`src/rtl/rr_stream_mux.sv`:
```
// rr_stream_mux: N:1 valid/ready stream multiplexer with a built-in
// round-robin or fixed-priority arbiter and a single registered output stage.
// The winning channel index travels with the data on out_sel.
module rr_stream_mux #(
    parameter int WIDTH     = 32,
    parameter int N         = 4,
    parameter int PRIO_MODE = 0,
    localparam int SEL_W    = (N > 1) ? $clog2(N) : 1
) (
    input  logic               clk,
    input  logic               rst,
    input  logic [N*WIDTH-1:0] in_data,
    input  logic [N-1:0]       in_valid,
    output logic [N-1:0]       in_ready,
    output logic [WIDTH-1:0]   out_data,
    output logic [SEL_W-1:0]   out_sel,
    output logic               out_valid,
    input  logic               out_ready
);

    logic [WIDTH-1:0] data_q, data_d;
    logic [SEL_W-1:0] sel_q, sel_d;
    logic             valid_q, valid_d;
    logic [SEL_W-1:0] ptr_q, ptr_d;

    logic [SEL_W-1:0] grant;
    logic [N-1:0]     grant_oh;
    logic [WIDTH-1:0] grant_data;
    logic             found;
    logic             load;
    int               base;

    assign load = !valid_q || out_ready;

    // Arbiter: search from the pointer up to N-1 first, then wrap to 0.
    // Fixed priority simply starts the search at 0.
    always_comb begin
        grant      = '0;
        grant_oh   = '0;
        grant_data = '0;
        found      = 1'b0;
        base       = (PRIO_MODE != 0) ? 0 : int'(ptr_q);
        for (int i = 0; i < N; i++) begin
            if (!found && in_valid[i] && (i >= base)) begin
                found      = 1'b1;
                grant      = SEL_W'(i);
                grant_oh   = N'(1) << i;
                grant_data = in_data[i*WIDTH +: WIDTH];
            end
        end
        for (int i = 0; i < N; i++) begin
            if (!found && in_valid[i]) begin
                found      = 1'b1;
                grant      = SEL_W'(i);
                grant_oh   = N'(1) << i;
                grant_data = in_data[i*WIDTH +: WIDTH];
            end
        end
    end

    // Accept only when the output register can take a word; forced low in reset.
    always_comb begin
        in_ready = (!rst && load) ? grant_oh : '0;
    end

    // Next-state for the output register and the round-robin pointer.
    always_comb begin
        data_d  = data_q;
        sel_d   = sel_q;
        valid_d = valid_q;
        ptr_d   = ptr_q;
        if (load) begin
            if (found) begin
                data_d  = grant_data;
                sel_d   = grant;
                valid_d = 1'b1;
                if (PRIO_MODE == 0) begin
                    ptr_d = (grant == SEL_W'(N - 1)) ? '0 : grant + SEL_W'(1);
                end
            end else begin
                valid_d = 1'b0;
            end
        end
    end

    // Output stage and pointer; reset drops any held word.
    always_ff @(posedge clk or posedge rst) begin
        if (rst) begin
            data_q  <= '0;
            sel_q   <= '0;
            valid_q <= 1'b0;
            ptr_q   <= '0;
        end else begin
            data_q  <= data_d;
            sel_q   <= sel_d;
            valid_q <= valid_d;
            ptr_q   <= ptr_d;
        end
    end

    assign out_data  = data_q;
    assign out_sel   = sel_q;
    assign out_valid = valid_q;

endmodule

```
`config.mk`:
```
export PLATFORM = sky130hd
export DESIGN_NAME = rr_stream_mux
export DESIGN_NICKNAME = d
export VERILOG_FILES = /design/src/rtl/rr_stream_mux.sv
export SDC_FILE = /design/constraint.sdc
export NUM_CORES = 1
export LEC_CHECK = 0
export CAP_MARGIN = 20
export CORE_ASPECT_RATIO = 0.8
export CORE_MARGIN = 2
export CORE_UTILIZATION = 44
export DETAILED_ROUTE_END_ITERATION = 8
export PLACE_DENSITY = 0.83
export RECOVER_POWER = 50
export SYNTH_ARGS = -nofsm -noshare
export SYNTH_HDL_FRONTEND = slang
export SYNTH_SLANG_ARGS = --single-unit
```
`constraint.sdc`:
```
create_clock -name clk -period 2 [get_ports clk]
set_input_delay 0.3 -clock clk [delete_from_list [all_inputs] [get_ports clk]]
set_output_delay 0.3 -clock clk [all_outputs]
set_load 0.005 [all_outputs]
```
==> run metrics, run 1 <==
P per Cell Area roughly 650 mW/mm^2; DRT iter0 DRCs between 300 and 400; Fin Setup TNS 0 ps; CTS root buffer clkbuf_16; Area growth syn-to-layout 53.23%; max_cap viols 0; Slew headroom about a quarter; Required @ worst endpoint 1700 ps; flops & latches, synth 37; IO Pins 174; Crit path top cell by count nor2_1; Worst-Margin Slew 1112 ps; CTS buffer count 5; # nets final 743; Leak approximately 2.7 nW; CP startpoint kind flop; placed insts about 710; CTS Sinks 37; Mapped Area about 0.0041 sq mm; Clock power frac about a fifth; Finished Cell Area 0.006264 sq mm; DRT Pass-1 Iters 7; DP HPWL roughly 11000 um; Crit Path Category flop to primary output; Slew Limit Fails 0; clock skew between 4 and 5 ps; total vias in the final route around 4700; Worst-Skew Late Latency about 280 ps; worst reg2reg path startpoint ptr_q[0]; WP data arrival approximately 1700 ps; Avg Inst Size Synth 9.664 sq um; CP startpoint ptr_q[0]; placed inst area 0.006032 sq mm; die area 0.01008 sq mm; max incr delay on CP between 400 and 500 ps; CTS max path bufs 2; Layout fillers 691; n_diodes 0; Worst Hold Launch out_sel[0]; total grt overflow 0; Post-Route WL 15950 um; first-pass GRT wire length 25140 um; layout cells sized above 1 a little under a quarter; status completed; die height between 90 and 100 um; Critical-path top delay cell dfrtp_2; Min-Delay Path Class flop to flop; Finished Layout Cells between 700 and 800; Clock transition at path regs around 60 ps; fmax ~510 MHz; Mapped Cells 423; Yosys cell types about 50; largest net degree at the start of global routing 38; crit path time final a little under 2000 ps; cells along the critical path nor4b_4 -> and3_2 -> nor2_1 -> nor2_1 -> dlygate4sd2_1; Final Hold Viols 0; row count 31; Seq pwr share ~26%; Synth Net Count roughly 560; total track usage between 30% and 40%; Int Pwr about 2.6 mW; Sw Ratio between 30% and 40%; Final Cycle Share a little over nine tenths; initial antenna violation count 0; number of global-route vias before repair roughly 5000; worst-path fanout max 7; Setup Viol. Count Final 0; Antenna Nets Post-Route 0; initial core utilization between 40 and 50%; Die W between 100 and 150 um; Worst VDD drop approximately 0.46 mV; IO buf count roughly 170; DRC violations left 0; CTS tree yes; DR vias/cell approximately 6.5; Comb pwr share a little over half; post-synthesis sequential area ratio between 20% and 30%; core area 0.009037 sq mm; crit end category primary output; yosys warns 0; H-Tree Depth 2; Routed wire per std cell 22.06 um; area leader, netlist dfrtp_1; switching pwr 1.482 mW; Placer Congestion between 0.9 and 1; Yosys top cell area share 22.65%; Synth area leaders dfrtp_1, a221oi_2, and3b_1
## synthesized netlist by cell type (all sizes together)
master,count
o21a,1
clkinv,1
nor4b,1
a31oi,34
o21ai,4
nor4,1
mux2i,28
o21bai,1
nor2b,1
a22oi,5
o32ai,28
inv,33
a21oi,5
a21o,1
nand2,9
nand4,1
nand3,2
and3b,32
nand3b,1
o22ai,35
o31ai,5
o2bb2ai,1
clkbuf,14
nor2,37
nand2b,3
dlygate4sd1,2
and3,1
dfrtp,37
buf,36
a221oi,61
nor3b,1
and4,1
## layer usage
layer | vias to the layer above | part of all wire [%] | wire, um | GRT usage (%)
met5 | - | 0 | 0 | 0
met4 | 0 | 1.9 | 300 | 11.73
met3 | 34 | 10 | 1614 | 5.799
met2 | 340 | 48 | 7634 | 51.16
met1 | 2261 | 40 | 6403 | 38.73
li1 | 2085 | - | - | -
## what timing repair did
action                     in CTS  in global routing
setup endpoints to repair      14                 36
hold buffers                    0                  0
gates resized for setup        14                 15
pin swaps                       4                  4
cloned                          0                  0
buffers inserted                4                  1
## state kept, by name (all words and copies together), names as in the netlist
name       cells
out_valid      1
out_data      32
ptr_q          2
out_sel        2
## layout by cell type (no fill, tap or decap), drive strengths merged
cell	count
a21o	1
a21oi	5
a221oi	61
a22oi	5
a31oi	34
and3	1
and3b	32
and4	1
buf	57
clkbuf	9
clkdlybuf4s50	146
clkinv	2
dfrtp	37
dlygate4sd2	5
dlygate4sd3	19
dlymetal6s2s	1
inv	32
mux2i	28
nand2	9
nand2b	3
nand3	2
nand3b	1
nand4	1
nor2	37
nor2b	1
nor3b	1
nor4	1
nor4b	1
o21a	1
o21ai	4
o21bai	1
o22ai	35
o2bb2ai	1
o31ai	5
o32ai	28
## path summary, 6_finish.rpt
kind	end	slack, ps	cells past startpoint
setup reg to reg	out_data[31]	140	6
hold reg to reg	out_sel[0]	490	1
hold / removal	out_sel[0]	490	1
setup / recovery	in_ready[2]	20	5
max in group asynchronous	ptr_q[0]	380	3
min in group asynchronous	out_data[23]	880	3
## power groups by stage
stage / sequential, mW / clock [mW] / combinational [mW]
after floorplan: 1.05 / 0 / 1.20
after global placement: 1.06 / 0 / 2.10
after detailed placement: 1.06 / 0 / 2.16
after CTS: 1.05 / 0.825 / 2.19
after global routing: 1.07 / 0.860 / 2.34
final: 1.06 / 0.823 / 2.20
## worst max-delay path, delay by kind of cell, from the launching register on
kind	cells	cell delay [ps]
flops	1	460
simple gates	4	700
buf+inv	1	240
## through the flow
step	utilization [%]	setup slack (ps)	power (mW)	hold WS [ps]
global route	69.31	-23.49	4.276	511.6
detailed placement	66.75	-369.6	3.219	478.7
finish	69.31	22.46	4.079	485.6
CTS	68.88	7.238	4.069	492.4
floorplan	-	202.4	2.249	424.0
global placement	66.75	-270.2	3.157	477.3
## cell families (layout without fill, tap and decap cells)
| family | after synthesis | in the layout | share of synthesized area, % |
|---|---|---|---|
| compound gates | 181 | 181 | 42.52 |
| simple gates | 91 | 91 | 14.88 |
| buf+inv | 86 | 271 | 13.10 |
| flops | 37 | 37 | 22.65 |
| mux | 28 | 28 | 6.856 |
## layout make-up
| class | count | area [sq um] | share of cell area (%) |
|---|---|---|---|
| inverters | 34 | 130.1 | 2.078 |
| multi-input cells | 300 | 2665 | 42.55 |
| flip-flops and latches | 37 | 928.4 | 14.82 |
| well taps | 115 | 143.9 | 2.297 |
| repair buffers | 230 | 2253 | 35.98 |
| clock buffers | 7 | 142.6 | 2.277 |
Note: power is estimated with default switching activity, not from simulation.
==> inputs of run 2 (changes only) <==
Settings changed: TNS_END_PERCENT set to 5.
==> run 2 against run 1 <==
Clock-buffer cell count unchanged. Largest cell class unchanged. Maximum frequency shrank 0.58%. Cell count is 0.28% lower. Clock power fell by 1%. Global-route usage grew 0.10 points. Critical endpoint unchanged. Routed wire length shrank 0.95%. Register-to-register slack lost 60 ps.
==> run metrics, run 2 (same netlist as run 1, synthesis figures left out) <==
crit path time final 1989 ps (+11.53 ps); FF-to-FF End out_data[31]; Die W 111.8 um (unchanged); DRT iter0 DRCs 380 (+7.0%); Final Cycle Share 99.45% (+0.58 points); P per Cell Area 651.3 mW/mm^2 (about the same); Area growth syn-to-layout 52.31%; Setup Viol. Count Final 0 (unchanged); initial core utilization 45.23% (unchanged); Slew Limit Fails 0 (unchanged); CTS max path bufs 2 (unchanged); DR vias/cell 6.569 (+0.62%); Hold-fix buffers, CTS 0 (unchanged); Sw Ratio 36.19% (-0.15 points); r2r setup slk 80 ps (-60 ps); DRT Pass-1 Iters 5 (-2); crit end category primary output; Int Pwr 2.588 mW (-0.35%); Min Hold Slack 487.0 ps (+1.371 ps); total track usage 30.57% (+0.10 points); initial antenna violation count 0 (unchanged); first-pass GRT wire length 25200 um (+0.22%); FF-to-FF path depth 7 (+1); placed inst area 0.006032 sq mm (unchanged); pre-CTS worst setup slack -369.6 ps (unchanged); RSZ-0062 raised after global routing true; total vias in the final route 4736 (+0.34%); largest net degree at the start of global routing 38 (unchanged); max_cap viols 0 (unchanged); worst-path fanout max 7 (unchanged); CTS buffer count 5 (unchanged); n_diodes 0 (unchanged); clock skew 4.788 ps (+0.09096 ps); # nets final 741 (-0.27%); M1 wire length 6222 um (-2.8%); Placer Congestion 0.9384 (unchanged); H-Tree Depth 2 (unchanged); met2 WL 7595 um (-0.51%); CP startpoint kind flop; IO Pins 174 (unchanged); max reg flops 32 (unchanged); Clock power frac 20.1% (about the same); die height 90.21 um (unchanged); Hold Path Sink out_sel[1]; layout cells sized above 1 23.10% (-0.25 points); Worst-Skew Late Latency 280 ps (about the same); CTS root buffer clkbuf_16; total grt overflow 0 (unchanged); commonest non-fill, non-tap cell in the layout clkdlybuf4s50_1; Required @ worst endpoint 1700 ps (about the same); Post-Route WL 15800 um (-0.95%); Seq pwr share 26.0% (about the same); routed wl met3 1647 um (+2.0%); Final Hold Viols 0 (unchanged); die area 0.01008 sq mm (unchanged); Fin Setup TNS 0 ps (unchanged); fmax 502.7 MHz (-0.58%); worst hold stages 2 (+1); row count 31 (unchanged); CTS Sinks 37 (unchanged); DRC violations left 0 (unchanged); worst reg2reg path startpoint ptr_q[1]; Comb pwr share 53.9% (about the same); core area 0.009037 sq mm (unchanged); IO buf count 173 (unchanged); Worst Hold Launch out_sel[1]; number of global-route vias before repair 5018 (+0.040%); Crit Path Category flop to primary output; Worst VDD drop 0.4458 mV (-2.2%); most frequent cells in the layout clkdlybuf4s50_1, a221oi_2, buf_4, dfrtp_1, o22ai_1; CTS tree yes; post-route setup slack 10.93 ps (-11.53 ps); DP HPWL 11080 um (unchanged); Routed wire per std cell 21.91 um (-0.68%); DR top layer met4; Finished Cell Area 0.006226 sq mm (-0.60%); status completed; Min-Delay Path Class flop to flop; final core occ 68.89% (-0.42 points); switching pwr 1.467 mW (-0.99%); Leak 2.716 nW (-0.84%); Worst-Margin Slew 1081 ps (-30.21 ps); Clock transition at path regs 60 ps (about the same); Slew headroom 27.91% (+2.0 points); WP data arrival 1690 ps (about the same); Antenna Nets Post-Route 0 (unchanged)
==> run 2: changes by cell type in the layout (fill, tap and decap cells not counted) <==
cell	previous run	this run
buf_12	7	6
buf_2	1	0
buf_4	44	43
clkbuf_2	2	3
clkdlybuf4s50_1	146	149
dfrtp_1	35	36
dfrtp_2	2	1
dlygate4sd3_1	19	16
nand2b_2	0	1
nand2b_4	2	1
nor4b_2	0	1
nor4b_4	1	0
o31ai_1	4	3
o31ai_2	1	2
==> run 2: metrics by stage <==
| step | total power [mW] | cells |
|---|---|---|
| after CTS | 4.063 | 721 |
| after floorplan | 2.249 | 423 |
| after global placement | 3.157 | 711 |
| final | 4.055 | 721 |
| after global routing | 4.266 | 721 |
| after detailed placement | 3.219 | 711 |
==> run 2: worst max-delay path: stages (launching register included) <==
cell	delay [ps]
dfrtp_2	460
nand2b_2	260
a21oi_4	190
nor2_2	60
nor2_1	120
nor2_1	50
dlygate4sd2_1	260
==> run 2: cell type report <==
cell class                 instances  area (sq um)
clock buffer                       7         142.6
fill                             696          2811
inverter                          34         130.1
multi-input combinational        300          2656
sequential                        37         927.1
tap                              115         143.9
timing repair buffer             228          2226
==> run 2: worst max path at each step <==
stage                            from      endpoint  slack (ps)  cells after the start
after floorplan                   rst   in_ready[0]         200                      3
after global placement    in_valid[2]  out_data[16]        -270                      8
after detailed placement  in_valid[2]  out_data[13]        -370                      8
after CTS                 in_valid[2]   in_ready[0]           7                      8
after global routing         ptr_q[0]   in_ready[2]         -50                      6
final                        ptr_q[0]   in_ready[2]          10                      6
==> run 2: power by group through the flow <==
stage	sequential (mW)	clock (mW)	combinational, mW
2_1_floorplan	1.05	0	1.20
3_5_place_dp	1.06	0	2.16
3_3_place_gp	1.06	0	2.10
4_1_cts	1.05	0.825	2.18
6_report	1.06	0.814	2.19
5_1_grt	1.07	0.860	2.33
==> run 2: layer usage <==
| metal | vias up | GRT usage (%) |
|---|---|---|
| li1 | 2074 | - |
| met1 | 2257 | 38.69 |
| met2 | 363 | 51.77 |
| met3 | 42 | 5.529 |
| met4 | 0 | 11.73 |
| met5 | - | 0 |
==> run 2: what timing repair did <==
item                       in CTS  in global routing
buffers inserted                3                  0
setup endpoints to repair      14                 36
gates resized for setup        14                 12
pin swaps                       4                  2
==> inputs of run 3 (changes only) <==
Settings changed: CELL_PAD_IN_SITES_DETAIL_PLACEMENT set to 0, CELL_PAD_IN_SITES_GLOBAL_PLACEMENT set to 1, CORE_UTILIZATION 44 to 32, PLACE_DENSITY 0.83 to not set, PLACE_DENSITY_LB_ADDON set to 0.1.
==> run 3 against run 2 <==
Critical path type unchanged. Critical endpoint is now in_ready[0]. Non-clock buffer count rose by 6. Register-to-register slack improved by 60 ps. Core utilization decreased by 17 points. Die area is 36% higher. Global-route usage fell by 5.7 points. Critical path depth unchanged. Maximum frequency fell by 0.47%.
==> run metrics, run 3 (same netlist as run 1, synthesis figures left out) <==
Antenna Nets Post-Route 0 (unchanged); DRT iter0 DRCs 330 (-13%); Area growth syn-to-layout 55.56%; Post-Route WL 17260 um (+9.2%); placed inst area 0.006138 sq mm (+1.8%); FF-to-FF End out_data[1]; Leak 2.773 nW (+2.1%); Seq pwr share 25.7% (-0.3 points); row count 36 (+16%); DR vias/cell 5.835 (-11%); status completed; max reg flops 32 (unchanged); Int Pwr 2.610 mW (+0.88%); CTS Sinks 37 (unchanged); crit path time final 1998 ps (+9.315 ps); worst-path fanout max 7 (unchanged); Placer Congestion 0.8708 (-7.2%); layout cells sized above 1 23.53% (+0.43 points); Worst Hold Launch out_sel[1]; crit end category primary output; Critical-path top delay cell dfrtp_2; CTS root buffer clkbuf_16; Crit Path Category flop to primary output; CTS max path bufs 2 (unchanged); Required @ worst endpoint 1700 ps (about the same); die area 0.01370 sq mm (+36%); final core occ 51.52% (-17 points); die height 105.1 um (+16%); Die W 130.4 um (+17%); FF-to-FF path depth 6 (-1); placed insts 771 (+8.4%); Setup Viol. Count Final 0 (unchanged); Hold Path Sink out_sel[1]; Slew headroom 23.53% (-4.4 points); Comb pwr share 53.8% (about the same); DRC violations left 0 (unchanged); IO Pins 174 (unchanged); worst reg2reg path startpoint ptr_q[0]; initial antenna violation count 1 (+1); max_cap viols 0 (unchanged); r2r setup slk 140 ps (+60 ps); Clock power frac 20.5% (+0.4 points); Sw Ratio 36.91% (+0.72 points); Finished Layout Cells 784 (+8.7%); fmax 500.4 MHz (-0.47%); Clock transition at path regs 60 ps (about the same); RSZ-0062 raised after global routing true; CP startpoint kind flop; first-pass GRT wire length 26790 um (+6.3%); worst hold stages 2 (unchanged); Worst-Skew Late Latency 290 ps (about the same); clock skew 7.341 ps (+2.553 ps); switching pwr 1.527 mW (+4.1%); Min-Delay Path Class flop to flop; WP data arrival 1700 ps (about the same); Hold-fix buffers, CTS 0 (unchanged); Slew Limit Fails 0 (unchanged); CTS tree yes; total vias in the final route 4575 (-3.4%); Routed wire per std cell 22.02 um (+0.47%); Finished Cell Area 0.006359 sq mm (+2.1%); CTS buffer count 5 (unchanged); total track usage 24.90% (-5.7 points); H-Tree Depth 2 (unchanged); overall power 4.137 mW (+2.0%); DRT Pass-1 Iters 5 (unchanged); number of global-route vias before repair 4819 (-4.0%); Min Hold Slack 489.4 ps (+2.439 ps); commonest non-fill, non-tap cell in the layout clkdlybuf4s50_1; DP HPWL 11880 um (+7.2%); IO buf count 173 (unchanged); core area 0.01234 sq mm (+37%); Final Cycle Share 99.92% (+0.47 points); initial core utilization 33.12% (-12 points); total grt overflow 0 (unchanged); max incr delay on CP 460 ps (about the same); Worst-Margin Slew 1147 ps (+65.70 ps); cells along the critical path o21bai_2 -> a22oi_2 -> nor3b_4 -> a31oi_1 -> nor2_1 -> dlygate4sd2_1; Final Hold Viols 0 (unchanged); most frequent cells in the layout clkdlybuf4s50_1, a221oi_2, buf_4, nor2_1; P per Cell Area 650.7 mW/mm^2 (about the same); largest net degree at the start of global routing 38 (unchanged); Worst VDD drop 0.3219 mV (-28%); # nets final 747 (+0.81%)
## run 3: area by class of cell
type | count | area [sq um]
antenna | 1 | 2.502
clock buffer | 7 | 142.6
fill | 1167 | 5983
inverter | 34 | 130.1
multi-input combinational | 300 | 2673
sequential | 37 | 928.4
tap | 171 | 214.0
timing repair buffer | 234 | 2268
## run 3: worst max path at each step
stage,startpoint,end,slack (ps),depth (start not counted)
6_report,ptr_q[1],in_ready[0],2,6
4_1_cts,ptr_q[0],in_ready[2],-150,5
3_3_place_gp,in_valid[2],in_ready[0],-280,7
5_1_grt,ptr_q[1],in_ready[0],-90,6
2_1_floorplan,rst,in_ready[0],200,3
3_5_place_dp,in_valid[2],in_ready[0],-310,7
## run 3: critical path, delay by kind of cell (launching register included)
| kind | cells | cell delay, ps |
|---|---|---|
| AND/OR/NAND/NOR | 2 | 120 |
| flip-flops | 1 | 460 |
| buffers and inverters | 1 | 260 |
| AO/OA/AOI/OAI | 3 | 570 |
## run 3: layer usage
layer	vias to the layer above	part of all wire (%)	track usage, %
met2	209	46	39.60
met3	17	7.0	4.813
met4	0	1.0	6.003
met1	2251	46	34.68
met5	-	0	0
li1	2098	-	-
## run 3: per-stage QoR
stage	worst slack, ps	TNS (ps)
2_1_floorplan	202.4	0
3_3_place_gp	-277.2	-7269
3_5_place_dp	-305.2	-8814
4_1_cts	-149.0	-268.2
5_1_grt	-86.73	-94.25
6_report	1.614	0
## run 3: power groups by stage
| stage | clock network (mW) | registers [mW] | logic [mW] |
|---|---|---|---|
| 2_1_floorplan | 0 | 1.05 | 1.20 |
| 3_3_place_gp | 0 | 1.08 | 2.18 |
| 3_5_place_dp | 0 | 1.07 | 2.21 |
| 4_1_cts | 0.859 | 1.06 | 2.24 |
| 5_1_grt | 0.883 | 1.09 | 2.39 |
| 6_report | 0.846 | 1.06 | 2.23 |
## run 3: what timing repair did
action,in CTS,in global routing
endpoints found under the setup margin,4,4
hold endpoints to repair,0,0
setup buffers,2,3
resized for setup,9,6
pin swaps,1,1
